File: src/rtl/demux1t2_8_stream.sv
// demux1t2_8_stream
// Registered 1-to-2 demultiplexer for an 8-bit valid/ready stream. Each
// accepted byte is steered to one of two output channels. Each channel owns a
// one-entry holding register, so the two consumers stall independently.
//
// Build option:
//   DEMUX1T2_8_RR_EN - when defined, the select input s is ignored and a
//                      1-bit round-robin pointer picks the target channel.
//                      The pointer toggles on every accept and never skips
//                      a busy channel.

module demux1t2_8_stream (
  input  logic       clk,
  input  logic       rst_n,
  input  logic [7:0] in_data,
  input  logic       in_valid,
  output logic       in_ready,
  input  logic       s,
  output logic [7:0] o0,
  output logic       v0,
  input  logic       r0,
  output logic [7:0] o1,
  output logic       v1,
  input  logic       r1
);

  logic target;     // channel the offered byte goes to
  logic can_load0;  // slot 0 is empty or is draining this cycle
  logic can_load1;  // slot 1 is empty or is draining this cycle
  logic accept;     // handshake on the input side completes this cycle
  logic load0;
  logic load1;

`ifdef DEMUX1T2_8_RR_EN
  logic rr_ptr;
  logic unused_s;

  // s has no function in the round-robin build.
  assign unused_s = s;
  assign target   = rr_ptr;

  // Round-robin pointer: advances only on an accept, so a stalled target
  // channel blocks the input rather than being skipped.
  always_ff @(posedge clk or negedge rst_n) begin
    if (!rst_n) begin
      rr_ptr <= 1'b0;
    end else if (accept) begin
      rr_ptr <= ~rr_ptr;
    end
  end
`else
  assign target = s;
`endif

  // A full slot whose consumer is taking the byte can be refilled in the same
  // cycle, which is what gives one byte per cycle without bubbles.
  assign can_load0 = !v0 || r0;
  assign can_load1 = !v1 || r1;

  // Ready never depends on in_valid. It is forced low while reset is
  // asserted, because the cleared slots would otherwise report empty.
  assign in_ready = rst_n && (target ? can_load1 : can_load0);
  assign accept   = in_valid && in_ready;
  assign load0    = accept && !target;
  assign load1    = accept &&  target;

  // Channel 0 holding register: load on accept, otherwise clear valid on drain.
  // NOTE: non-blocking assignments keep every register sampling pre-edge
  // values, so the load/drain decisions above see a consistent state.
  always_ff @(posedge clk or negedge rst_n) begin
    if (!rst_n) begin
      o0 <= 8'h00;
      v0 <= 1'b0;
    end else if (load0) begin
      o0 <= in_data;
      v0 <= 1'b1;
    end else if (r0) begin
      v0 <= 1'b0;
    end
  end

  // Channel 1 holding register: load on accept, otherwise clear valid on drain.
  always_ff @(posedge clk or negedge rst_n) begin
    if (!rst_n) begin
      o1 <= 8'h00;
      v1 <= 1'b0;
    end else if (load1) begin
      o1 <= in_data;
      v1 <= 1'b1;
    end else if (r1) begin
      v1 <= 1'b0;
    end
  end

endmodule
File: config.mk
export PLATFORM = sky130hd
export DESIGN_NAME = demux1t2_8_stream
export DESIGN_NICKNAME = d
export VERILOG_FILES = /design/src/rtl/demux1t2_8_stream.sv
export SDC_FILE = /design/constraint.sdc
export NUM_CORES = 1
export LEC_CHECK = 0
export CAP_MARGIN = 20
export CORE_MARGIN = 2
export CORE_UTILIZATION = 44
export CTS_BUF_LIST = sky130_fd_sc_hd__clkbuf_2
export DETAILED_ROUTE_END_ITERATION = 7
export MAX_ROUTING_LAYER = met4
export PLACE_DENSITY = 0.95
export SYNTH_ARGS = -nofsm -noshare
export SYNTH_HDL_FRONTEND = slang
export SYNTH_SLANG_ARGS = --single-unit
File: constraint.sdc
create_clock -name clk -period 3.09 [get_ports clk]
set_input_delay 0.618 -clock clk [delete_from_list [all_inputs] [get_ports clk]]
set_output_delay 0.618 -clock clk [all_outputs]
set_load 0.01 [all_outputs]
**Word level (Yosys, flattened, before mapping)**

Cells that the tools add are included.

- Register bits: 18
- Bits of input ports: 14
- Output and inout port bits: 19
- Logic and storage cells: 20

- Multiplexer cells: 5
- Reduce and logical (&&, ||, !) cells: 11

Operators with widths:

| kind | number |
|---|---|
| 2-to-1 mux 1 bit | 5 |
| logical AND 1 bit | 4 |
| nonzero test 2 bit | 2 |
| logical NOT 1 bit | 3 |
| logical OR 1 bit | 2 |

**Logic depth before layout (Yosys ltp)**

- Depth after elaboration: 7
- Gate-level depth with buffers: 4
- Depth with buffers taken out: 3

**Least setup slack after synthesis**

OpenSTA, ideal clock, no wires.

- Path kind: input-to-output
- Start: in r1
- End: out in_ready
- Arrival: 985 ps
- Required time: 2472 ps
- Setup slack: 1487 ps
- Cell stages on the path: 3
- Path buffers: 0
- Path through: nand2b_1 > mux2i_1 > nor2b_1

- Word-level cells in the longest chain between the ends: 3

RTL lines:

| item | RTL line | source |
|---|---|---|
| start, declared | 24 | `input logic r1` |
| logical OR 1 bit | 58 | `assign can_load1 = !v1 \|\| r1;` |
| 2-to-1 mux 1 bit | 62 | `assign in_ready = rst_n && (target ? can_load1 : can_load0);` |
| logical AND 1 bit | 62 |  |
| end, declared | 17 | `output logic in_ready,` |

No other way between the ends.

**Final worst setup path**

- Start: in s
- End: out in_ready

- Word-level cells in the longest chain between the ends: 2

RTL lines:

| item | RTL line | source |
|---|---|---|
| start, declared | 18 | `input logic s,` |
| 2-to-1 mux 1 bit | 62 |  |
| logical AND 1 bit | 62 |  |

No other way between the ends.

==> results_dict.tcl <==
set metrics [dict create \
    place.gp.congestion 0.686 \
    wl_per_cell_um 14.7 \
    dpl_worst_slack_ns 0.514 \
    crit_top_cell "clkdlybuf4s50_1" \
    synth_nets 59 \
    drive_above_1_share 0.277 \
    synth-seq-area-share 0.635 \
    routed-via-count 493 \
    yosys.cell_count.top_type "dfrtp_1" \
    dp_hpwl_um 1150 \
    crit_slowest_cell "clkdlybuf4s50_1" \
    cp-end-kind "primary output" \
    io_buffers 32 \
    tns_ns 0 \
    initial_core_util 0.471 \
    grt_use_total 0.183 \
    syn2layout_area_growth_pct 52.7 \
    synthCells 45 \
    finalWirelength_um 1450 \
    worst-setup-path-type "input pin to primary output" \
    worst_setup_path_start_kind "input pin" \
    routed_via_density 4.98 \
    netlist.area_leader.share 0.635 \
    core_um2 1510 \
    grt_overflow 0 \
    async_flop_share 1.00 \
    synth_top_cell_by_area "dfrtp_1" \
    drc 0 \
    post-cts-setup-buffer-count 0 \
    fin_ws_ns 0.517 \
    post-route-min-period_ns 2.57 \
    dpl_cell_area_um2 1060 \
    hold-worst-slack_ns 0.525 \
    pwr-share-clk 0.162 \
    fillers 100 \
    cts_resized 0 \
    power_density_nw_per_um2 557 \
    die_area_um2 1950 \
    final_nets 98 \
    leakage_nw 0.458 \
    numClockSinks 18 \
    design_area_um2 1080 \
    switchingPower_mw 0.161 \
    ctsHoldBuffers 0 \
    synth-edff-count 0 \
    fmax_mhz 389 \
    grt_pass1_wl_um 2420 \
    tightestPinTransition_ns 0.468 \
    outcome "complete, no violations" \
    final_antenna_net_count 0 \
    synth_area_um2 709 \
    dp_cells 95 \
    finalSetupViolCount 0 \
    drv_slew 0 \
    hold_class "register to register" \
    crit_path_max_incr_delay_ns 0.59 \
    internal-power_mw 0.442 \
    maxCapViolCount 0 \
    slew_headroom 0.688 \
    fp.dieH_um 44.2 \
    hold_violations 0 \
    path_clk_slew_ns 0.16 \
    clkLatencyLatePin_ns 0.29 \
    max-clock-path-buffers 2 \
    ios 33 \
    cts_root_buf "clkbuf_2" \
    fin_skew_ns 0.00403 \
    ys_warn_count 0 \
    arrival_ns 1.96 \
    grt_pass1_vias 471 \
    n_antenna_cell 0 \
    antenna_found_initial 0 \
    rsz0062_at_grt "false" \
    netlist_top_cells_count "dfrtp_1, mux2_2, nand2_1, nand2b_1, nor2b_1" \
    synth_area_leaders "dfrtp_1, mux2_2, nor3b_4" \
    min_period_over_period 0.833 \
    ys_types 10 \
    cts_tree "done" \
    grt_max_degree 12 \
    drtIter0Drc 2 \
    cp_max_fo 4 \
    synth_flop_cell "dfrtp_1" \
    timing.critical_path.cells "clkdlybuf4s50_1, mux2i_1, nor2b_1, clkdlybuf4s50_1" \
    synth-seq-cells 18 \
    htreeDepth 1 \
    cts_buffers 3 \
    stdcell_count 99 \
    p_comb_frac 0.335 \
    avgSynthCellArea_um2 15.8 \
    power_frac_seq 0.502 \
    fp-row-count 14 \
    switching_share 0.267 \
    die_width_um 44.2 \
    dr.pass1.iters 4 \
    ir_drop_v 0.000325 \
    cp.required_ns 2.47 \
]
[layer usage]
| layer | vias to the layer above | global-route usage | share of wire |
|---|---|---|---|
| met3 | 4 | 0.0408 | 0.077 |
| met2 | 23 | 0.268 | 0.50 |
| met4 | 0 | 0.109 | 0.018 |
| li1 | 232 | - | - |
| met5 | - | - | 0 |
| met1 | 234 | 0.232 | 0.40 |
[worst max-delay path, delay by kind of cell]
family / cells / cell delay (ns)
AND/OR/NAND/NOR: 1 / 0.11
buffers and inverters: 2 / 1.12
multiplexers: 1 / 0.11
[worst paths after layout]
path	start	endpoint	slack (ns)	cells after the start
max	s	in_ready	0.52	4
min	o1[0]$_DFFE_PN0P_	o1[0]$_DFFE_PN0P_	0.53	1
max reg2reg	v0$_DFFE_PN0P_	o0[1]$_DFFE_PN0P_	1.63	3
min reg2reg	o1[0]$_DFFE_PN0P_	o1[0]$_DFFE_PN0P_	0.53	1
max in group asynchronous	rst_n	o0[2]$_DFFE_PN0P_	2.28	2
min in group asynchronous	rst_n	o1[5]$_DFFE_PN0P_	0.66	2
[through the flow]
stage                     utilization  total power [mW]
after floorplan                     -             0.381
after global placement          0.707             0.505
after detailed placement        0.707             0.513
after CTS                       0.719             0.612
after global routing            0.719             0.635
final                           0.719             0.603
[area by class of cell]
type,instances,area (µm²),share of cell area
clock buffers,3,15.0,0.0139
clock inverters,1,3.75,0.00346
multi-input cells,26,251,0.232
flip-flops and latches,18,450,0.416
well taps,16,20.0,0.0185
repair buffers,35,343,0.316
[logic make-up (layout without fill, tap and decap cells)]
group	after synthesis	after routing	share of synthesized area
compound gates	1	1	0.00705
buf+inv	1	39	0.0106
flops	18	18	0.635
mux	17	17	0.268
simple gates	8	8	0.0794
[placed cells by master (no fill, tap or decap)]
cell type	n
nand2b_1	2
mux2i_1	1
dfrtp_1	18
nor2b_1	2
mux2_2	16
clkbuf_2	3
nand3_1	1
o21ai_0	1
nor3b_4	1
clkinv_1	1
buf_4	3
clkdlybuf4s50_1	32
nand2_1	2
[registers in the layout, summed over array words and instances (netlist names)]
signal and flops:
o1 8, o0 8, v1 1, v0 1
[power groups by stage]
stage | registers (mW) | logic [mW] | clock network (mW)
after CTS | 0.303 | 0.205 | 0.104
after global routing | 0.310 | 0.216 | 0.110
after detailed placement | 0.309 | 0.205 | 0
after floorplan | 0.331 | 0.0500 | 0
after global placement | 0.306 | 0.199 | 0
final | 0.303 | 0.202 | 0.0980
Note: power is estimated with default switching activity, not from simulation.
